==> src/rtl/mips_reg_dump.sv <==
// Debug readback engine: once the core is halted, walks the register file and
// streams (index, value) beats over a valid/ready interface.
module mips_reg_dump #(
  parameter int NUM_REGS = 32,
  parameter int DATA_W   = 32,
  parameter int ADDR_W   = 5
) (
  input  logic              clk1,
  input  logic              reset,
  input  logic              start,
  input  logic              halted,
  output logic [ADDR_W-1:0] rd_addr,
  input  logic [DATA_W-1:0] rd_data,
  output logic              out_valid,
  input  logic              out_ready,
  output logic [ADDR_W-1:0] out_index,
  output logic [DATA_W-1:0] out_data,
  output logic              out_last,
  output logic              busy,
  output logic              done,
  output logic              aborted
);

  typedef enum logic [1:0] {IDLE, READ, SEND, DONE} state_t;

  localparam logic [ADDR_W-1:0] LAST_IDX = ADDR_W'(NUM_REGS - 1);

  state_t            state;
  state_t            state_nxt;
  logic [ADDR_W-1:0] idx;
  logic              abort_pend;
  logic              accept;

  assign accept = out_valid & out_ready;

  always_comb begin
    state_nxt = state;
    case (state)
      IDLE: if (start && halted) state_nxt = READ;
      READ: state_nxt = halted ? SEND : DONE;
      SEND: begin
        if (accept)
          state_nxt = (out_last || abort_pend || !halted) ? DONE : READ;
      end
      DONE: state_nxt = IDLE;
      default: state_nxt = IDLE;
    endcase
  end

  // halted falling during SEND is remembered so the abort survives until the
  // pending beat is finally accepted, even if halted comes back meanwhile.
  always_ff @(posedge clk1 or posedge reset) begin
    if (reset) begin
      state      <= IDLE;
      idx        <= '0;
      abort_pend <= 1'b0;
      aborted    <= 1'b0;
      out_valid  <= 1'b0;
      out_index  <= '0;
      out_data   <= '0;
      out_last   <= 1'b0;
    end else begin
      state <= state_nxt;
      case (state)
        IDLE: begin
          if (start && halted) begin
            idx        <= '0;
            aborted    <= 1'b0;
            abort_pend <= 1'b0;
          end
        end
        READ: begin
          if (halted) begin
            out_data  <= rd_data;
            out_index <= idx;
            out_last  <= (idx == LAST_IDX);
            out_valid <= 1'b1;
          end else begin
            aborted <= 1'b1;
          end
        end
        SEND: begin
          if (!halted) abort_pend <= 1'b1;
          if (accept) begin
            out_valid <= 1'b0;
            if (abort_pend || !halted) aborted <= 1'b1;
            else if (!out_last) idx <= idx + 1'b1;
          end
        end
        default: ;
      endcase
    end
  end

  // idx only moves on the way into READ, so it doubles as the held read address.
  assign rd_addr = idx;
  assign busy    = (state != IDLE);
  assign done    = (state == DONE);

endmodule

==> config.mk <==
export PLATFORM = sky130hd
export DESIGN_NAME = mips_reg_dump
export DESIGN_NICKNAME = d
export VERILOG_FILES = /design/src/rtl/mips_reg_dump.sv
export SDC_FILE = /design/constraint.sdc
export NUM_CORES = 1
export LEC_CHECK = 0
export ABC_AREA = 1
export BUFFER_PORTS_ARGS = -buffer_cell sky130_fd_sc_hd__buf_2
export CAP_MARGIN = 20
export CORE_ASPECT_RATIO = 0.8
export CORE_UTILIZATION = 44
export DETAILED_ROUTE_END_ITERATION = 8
export PLACE_DENSITY = 0.76
export SETUP_SLACK_MARGIN = 0.1
export SYNTH_ARGS = -nofsm -noshare
export SYNTH_HDL_FRONTEND = slang
export SYNTH_SLANG_ARGS = --single-unit
export TNS_END_PERCENT = 100
==> constraint.sdc <==
create_clock -name clk1 -period 1.92 [get_ports clk1]
set_input_delay 0.192 -clock clk1 [delete_from_list [all_inputs] [get_ports clk1]]
set_output_delay 0.192 -clock clk1 [all_outputs]
set_load 0.1 [all_outputs]
==> impl_metrics.py, run 1 <==
metrics = {
    "timing": {
        "period_share_pct": 87.45,
        "finClkSkew_ns": 0.007509,
        "rsz0062_at_grt": "false",
        "finalHoldViolations": 0,
        "tightest_slew_ns": 0.5060,
        "drv_slew": 0,
        "period_minus_slack_ns": 1.679,
        "fmax_mhz": 595.5,
        "tns_ns": 0,
        "setup_viol": 0,
        "slew_headroom_pct": 66.22,
    },
    "finish": {
        "final_common_cell": "nand2_1",
        "multi_input_area_um2": 808.3,
        "drive_gt1_share_pct": 29.94,
        "syn_to_final_growth_pct": 28.26,
        "post-route-util_pct": 59.06,
        "regArea_um2": 1204,
        "n_antenna_cell": 0,
        "final_nets": 388,
        "layout_common_cells": "147 x nand2_1, 82 x buf_2, 46 x dfrtp_1, 11 x inv_1, 10 x nor2_1",
        "fill_cells": 420,
    },
    "clocking": {
        "tritoncts": "built",
        "cts_setup_buffers": 0,
        "ctsLongestPathBuffers": 2,
        "cts_buffers": 5,
        "clk_pin_slew_worst_paths_ns": 0.09,
        "clock-root-buffer": "clkbuf_8",
        "cts.sinks": 48,
        "clk-insertion-delay-late_ns": 0.30,
        "cts_htree_levels": 2,
    },
    "placement": {
        "dp_hpwl_um": 3140,
        "port_buffers": 83,
        "place.gp.congestion": 0.8505,
    },
    "synthesis": {
        "syn-instance-count": 257,
        "postSynthAreaPerCell_um2": 8.286,
        "syn-num-nets": 302,
        "ys_types": 17,
        "seq_area_frac_synth_pct": 56.40,
        "ys_seq_elements": 48,
        "syn_area_um2": 2130,
        "ys_warn_count": 0,
    },
    "global_route": {
        "grt_max_degree": 40,
        "grt-ovfl-total": 0,
        "grt_pass1_wl_um": 7265,
        "antenna_found_initial": 0,
        "grt_pass1_vias": 1558,
        "grt_usage_pct": 18.93,
    },
    "job": {
        "drv_cap": 0,
    },
    "die": {
        "fp.dieW_um": 79.78,
        "fp-row-count": 22,
        "io_pins": 84,
        "dieArea_um2": 5124,
        "start_util_pct": 46.05,
        "die_y_um": 64.23,
        "fp.coreArea_um2": 4624,
    },
    "worst_setup_path": {
        "r2r-end": "rd_addr[2]",
        "worstSetupEndpointType": "output pin",
        "crit_type": "reg -> out",
        "start_kind": "register",
        "critPathArrivalTime_ns": 1.49,
        "cp.required_ns": 1.73,
        "rrSetupSlack_ns": 0.35,
        "r2r_cells": 8,
        "worstPathMaxFanout": 6,
        "r2r-start": "state[0]",
    },
    "worst_hold_path": {
        "hp-class": "in -> reg",
        "min_path_cells": 3,
        "hold_end": "out_data[15]",
        "worstHoldStart": "rd_data[15]",
    },
    "drt": {
        "met1_length_um": 2222,
        "maxUsedRoutingLayer": "met4",
        "wl_met3_um": 343,
        "wl_um": 4402,
        "antenna_left": 0,
        "drc_errors": 0,
        "via_count": 1806,
        "routedWlPerCell_um": 10.90,
        "vias_per_cell": 4.470,
        "first_iter_violations": 101,
        "wl_met2_um": 1792,
        "dr.pass1.iters": 4,
    },
    "outcome": {
        "status": "complete, no violations",
    },
}
[cell usage after synthesis, drive strengths merged]
cell type	n	area [um2]
nand2	149	564.3
buf	7	60.05
nand4	2	12.51
clkbuf	2	7.510
o21ai	9	45.04
nor2	11	48.80
a21oi	3	15.01
nand3	3	15.01
nor3b	1	7.510
dfrtp	48	1201
ha	8	100.1
inv	14	52.55
[kinds of logic after synthesis]
logic type | synth area share (%)
AOI/OAI and AO/OA | 2.820
adders and majority gates | 4.701
buffers and inverters | 5.640
DFF | 56.40
and+or+nand+nor | 30.43
[final cells by class]
| class | count | share of cell area (%) |
|---|---|---|
| clock buffer | 6 | 3.023 |
| clock inverter | 2 | 1.420 |
| inverter | 14 | 1.924 |
| multi-input combinational | 186 | 29.59 |
| sequential | 48 | 44.07 |
| tap | 60 | 2.749 |
| timing repair buffer | 88 | 17.22 |
[through the flow]
stage               area [um2]  instances  setup slack (ns)  hold slack [ns]
floorplan                 2132        257            0.1681           0.3016
global placement          2597        395            0.4371           0.2638
detailed placement        2597        395            0.3559           0.2639
CTS                       2729        404            0.1188          0.05919
global route              2731        404            0.1465          0.06967
finish                    2731        404            0.2409          0.07537
[worst max-delay path by stage]
stage	endpoint	startpoint	slack, ns	cells after the start
after floorplan	rd_addr[4]	rd_addr[2]	0.17	7
after global placement	rd_addr[3]	state[0]	0.44	8
after detailed placement	rd_addr[4]	state[0]	0.36	8
after CTS	busy	state[0]	0.12	4
after global routing	rd_addr[0]	state[0]	0.15	8
final	busy	state[0]	0.24	4
[critical path: stages (launching register included)]
cell	delay, ns
dfrtp_1	0.39
inv_1	0.12
ha_1	0.26
inv_1	0.09
clkbuf_4	0.33
[routing by layer]
metal  track usage, %  vias to the layer above
met5                0                        -
met4            8.705                        0
met3            4.857                        4
met2            27.03                       67
met1            26.80                      789
li1                 -                      946
[sequential cells by signal, indices dropped and copies added, names as in the netlist]
name	cells
abort_pend	1
aborted	1
out_data	32
out_index	5
out_last	1
out_valid	1
rd_addr	5
state	2
[repair_timing]
| action | in CTS | in global routing |
|---|---|---|
| endpoints found under the hold margin | 23 | 0 |
| resized for setup | 0 | 1 |
| setup endpoints to repair | 0 | 1 |
| hold buffers | 1 | 0 |
Power of run 1 is left out: the tool's default activity adds up to more than one toggle a clock period on the data nets, which glitch-free logic cannot reach.
==> run 2, diff against run 1 <==
--- a/config.mk
+++ b/config.mk
@@ -12,7 +12,7 @@
 export CORE_UTILIZATION = 44
 export DETAILED_ROUTE_END_ITERATION = 8
 export PLACE_DENSITY = 0.76
-export SETUP_SLACK_MARGIN = 0.1
+export SETUP_SLACK_MARGIN = 0.5
 export SYNTH_ARGS = -nofsm -noshare
 export SYNTH_HDL_FRONTEND = slang
 export SYNTH_SLANG_ARGS = --single-unit
==> impl_metrics.py, run 2 (synthesis gave the netlist of run 1 again) <==
metrics = {
    "global_route": {
        "grt-ovfl-total": 0,
        "grt_pass1_vias": 1667,
        "grt_max_degree": 40,
        "grt_usage_pct": 18.27,
        "antenna_found_initial": 0,
        "grt_pass1_wl_um": 7224,
    },
    "finish": {
        "drive_gt1_share_pct": 37.29,
        "syn_to_final_growth_pct": 36.66,
        "final_common_cell": "nand2_1",
        "n_antenna_cell": 0,
        "largest_reg_flops": 32,
        "final_cells": 414,
        "final_nets": 398,
        "post-route-util_pct": 62.93,
        "layout_common_cells": "144 x nand2_1, 80 x buf_2, 39 x dfrtp_1, 9 x nor2_1, 9 x buf_4",
        "top_register": "out_data",
        "fill_cells": 411,
    },
    "die": {
        "fp.dieW_um": 79.78,
        "die_y_um": 64.23,
        "io_pins": 84,
        "dieArea_um2": 5124,
        "fp.coreArea_um2": 4624,
        "start_util_pct": 46.05,
        "fp-row-count": 22,
    },
    "timing": {
        "period_minus_slack_ns": 1.478,
        "rsz0062_at_grt": "true",
        "setup_viol": 0,
        "finClkSkew_ns": 0.01228,
        "drv_slew": 0,
        "tns_ns": 0,
        "period_share_pct": 76.96,
        "tightest_slew_ns": 0.5005,
        "fin_ws_ns": 0.4424,
        "slew_headroom_pct": 66.58,
        "fmax_mhz": 676.8,
        "finalHoldViolations": 0,
    },
    "placement": {
        "pre_cts_slack_ns": 0.3670,
        "port_buffers": 83,
        "place.gp.congestion": 0.8434,
        "dp_hpwl_um": 3039,
        "dp_cells": 395,
    },
    "clocking": {
        "clk-insertion-delay-late_ns": 0.30,
        "cts.sinks": 48,
        "clock-root-buffer": "clkbuf_8",
        "cts_htree_levels": 2,
        "cts_buffers": 5,
        "tritoncts": "built",
        "clk_pin_slew_worst_paths_ns": 0.09,
        "ctsLongestPathBuffers": 2,
    },
    "outcome": {
        "status": "complete, no violations",
    },
    "worst_hold_path": {
        "worstHoldStart": "rd_data[18]",
        "hp-class": "in -> reg",
    },
    "drt": {
        "first_iter_violations": 66,
        "vias_per_cell": 4.529,
        "antenna_left": 0,
        "drc_errors": 0,
        "via_count": 1875,
        "routedWlPerCell_um": 10.55,
        "wl_um": 4366,
        "dr.pass1.iters": 4,
    },
    "worst_setup_path": {
        "r2r-start": "state[1]",
        "cp.required_ns": 1.73,
        "start_kind": "register",
        "critPathArrivalTime_ns": 1.29,
        "crit_start": "state[1]",
        "worstSetupEndpointType": "output pin",
        "crit_type": "reg -> out",
        "worstPathMaxFanout": 5,
    },
    "job": {
        "drv_cap": 0,
    },
}
## run 2: critical path, stage by stage, from the launching register on
cell and delay, ns:
dfrtp_2 0.45, inv_4 0.10, ha_4 0.16, clkinvlp_4 0.11, buf_12 0.18
## run 2: path summary, 6_finish.rpt
| path | cells past startpoint | to | slack, ns |
|---|---|---|---|
| max | 4 | busy | 0.44 |
| min | 3 | out_data[18] | 0.08 |
| max reg2reg | 7 | aborted | 0.49 |
| min reg2reg | 2 | out_data[25] | 0.48 |
| max in group asynchronous | 4 | rd_addr[0] | 0.93 |
| min in group asynchronous | 3 | out_data[17] | 0.47 |
## run 2: area by class of cell
cell class	count	area, um2	area share [%]
sequential	48	1217	41.83
multi-input combinational	186	865.8	29.75
inverter	14	68.82	2.365
clock buffer	8	100.1	3.439
timing repair buffer	98	583.1	20.03
tap	60	75.07	2.580
## run 2: routing by layer
metal  routed length (um)  GRT usage (%)
met1                 2073          23.97
met4                   29          4.688
met2                 1938          29.70
met3                  325          5.286
met5                    0              0
## run 2: what timing repair did
| item | 4_1_cts | 5_1_grt |
|---|---|---|
| hold endpoints to repair | 23 | 0 |
| buffers inserted | 2 | 8 |
| hold buffers | 1 | 0 |
| resized for setup | 9 | 20 |
| pin swaps | 0 | 5 |
| endpoints found under the setup margin | 50 | 46 |
## run 2: stage by stage
stage               hold WS (ns)  cell area [um2]
detailed placement        0.2569             2640
global route             0.08414             2910
floorplan                 0.3016             2175
global placement          0.2551             2640
finish                   0.08045             2910
CTS                      0.07203             2791
Power of run 2 is left out for the same reason.
==> run 3, diff against run 2 <==
==> constraint.sdc (replaced) <==
create_clock -name clk1 -period 1.55 [get_ports clk1]
set_input_delay 0.155 -clock clk1 [delete_from_list [all_inputs] [get_ports clk1]]
set_output_delay 0.155 -clock clk1 [all_outputs]
set_load 0.1 [all_outputs]
==> impl_metrics.py, run 3 (synthesis gave the netlist of run 1 again) <==
metrics = {
    "outcome": {
        "status": "complete, no violations",
    },
    "finish": {
        "top_register": "out_data",
        "regArea_um2": 1264,
        "final_nets": 416,
        "drive_gt1_share_pct": 52.69,
        "final_common_cell": "nand2_1",
        "largest_reg_flops": 32,
        "syn_to_final_growth_pct": 83.96,
        "layout_common_cells": "142 x nand2_1, 46 x buf_12, 44 x dfrtp_2, 36 x buf_2, 18 x buf_4",
        "fill_cells": 244,
        "n_antenna_cell": 0,
        "multi_input_area_um2": 940.9,
    },
    "clocking": {
        "clk_pin_slew_worst_paths_ns": 0.09,
        "cts_buffers": 5,
        "ctsLongestPathBuffers": 2,
        "clk-insertion-delay-late_ns": 0.30,
        "clock-root-buffer": "clkbuf_8",
        "tritoncts": "built",
        "cts.sinks": 48,
        "cts_htree_levels": 2,
    },
    "die": {
        "fp.coreArea_um2": 4624,
        "fp.dieW_um": 79.78,
        "dieArea_um2": 5124,
        "io_pins": 84,
        "start_util_pct": 46.05,
        "fp-row-count": 22,
        "die_y_um": 64.23,
    },
    "worst_setup_path": {
        "cp_slowest_stage_delay_ns": 0.45,
        "crit_type": "reg -> reg",
        "worstPathMaxFanout": 10,
        "r2r-start": "state[0]",
        "cp.required_ns": 1.74,
        "r2r-end": "out_data[1]",
        "start_kind": "register",
        "r2r_cells": 7,
        "path_cells": "buf_4, ha_4, nand2_4, inv_4, bufbuf_16, nand2_1, nand2_1",
        "worstSetupEndpointType": "register",
        "critPathArrivalTime_ns": 1.64,
        "cp_top_family": "buffers and inverters",
        "rrSetupSlack_ns": 0.1,
        "crit_slowest_cell": "dfrtp_2",
        "cp_num_buf_inv": 3,
        "crit_top_cell": "nand2_1",
    },
    "global_route": {
        "grt_usage_pct": 22.65,
        "grt-ovfl-total": 0,
        "grt_pass1_vias": 1949,
        "grt_max_degree": 33,
        "antenna_found_initial": 0,
        "grt_pass1_wl_um": 8935,
    },
    "drt": {
        "antenna_left": 0,
        "dr.pass1.iters": 5,
        "first_iter_violations": 92,
        "drc_errors": 0,
        "routedWlPerCell_um": 15.55,
        "wl_um": 6717,
        "via_count": 2118,
        "vias_per_cell": 4.903,
    },
    "placement": {
        "dp_hpwl_um": 3245,
        "port_buffers": 83,
        "place.gp.congestion": 0.8351,
    },
    "timing": {
        "setup_viol": 0,
        "finalHoldViolations": 0,
        "fmax_mhz": 687.5,
        "tightest_slew_ns": 0.5554,
        "period_minus_slack_ns": 1.455,
        "finClkSkew_ns": 0.005214,
        "period_share_pct": 93.84,
        "rsz0062_at_grt": "true",
        "tns_ns": 0,
        "slew_headroom_pct": 62.77,
        "drv_slew": 0,
    },
    "worst_hold_path": {
        "hp-class": "in -> reg",
        "min_path_cells": 3,
        "worstHoldStart": "rd_data[31]",
        "hold_end": "out_data[31]",
    },
    "job": {
        "drv_cap": 0,
    },
}
-- run 3: per-layer routing --
layer	vias to the layer above	part of all wire (%)	track usage, %
met4	0	0.58	4.241
li1	1009	-	-
met5	-	0	0
met1	1025	42	28.20
met3	4	5.1	5.143
met2	80	53	40.38
-- run 3: worst max path at each step --
stage	start	end	slack, ns	cells past startpoint
floorplan	state[0]	abort_pend	0.02	5
global route	state[0]	rd_addr[0]	0.03	9
CTS	state[0]	busy	0.11	4
global placement	state[0]	rd_addr[3]	0.10	8
finish	state[0]	out_data[1]	0.1	7
detailed placement	state[0]	rd_addr[0]	0.004	8
-- run 3: worst register-to-register path, delay by kind of cell (launching register included) --
| kind | cells | cell delay, ns |
|---|---|---|
| fa+ha+maj | 1 | 0.16 |
| buf+inv | 3 | 0.52 |
| flops | 1 | 0.45 |
| simple gates | 3 | 0.20 |
-- run 3: final cells by class --
type / instances / area share, %
multi-input cells: 186 / 24.02
repair buffers: 115 / 37.37
clock inverters: 2 / 0.3513
repair inverters: 1 / 0.1278
flip-flops and latches: 48 / 32.26
well taps: 60 / 1.916
clock buffers: 6 / 2.108
inverters: 14 / 1.852
-- run 3: repair_timing --
action                     4_1_cts  5_1_grt
hold endpoints to repair        21        0
resized for setup              165       60
setup buffers                   13       10
setup endpoints to repair       95       97
cloned                           1        3
hold buffers                     1        0
pin swaps                        4       12
-- run 3: through the flow --
stage | cell area [um2] | hold slack [ns] | cells | setup slack (ns) | utilization (%)
final | 3918 | 0.04784 | 432 | 0.09543 | 84.71
after global routing | 3918 | 0.05099 | 432 | 0.03129 | 84.71
after CTS | 3525 | 0.03811 | 419 | 0.1132 | 76.22
after detailed placement | 2718 | 0.2133 | 396 | 0.003511 | 58.77
after global placement | 2718 | 0.2081 | 396 | 0.1035 | 58.77
after floorplan | 2242 | 0.1832 | 257 | 0.01974 | -
Power of run 3 is left out for the same reason.
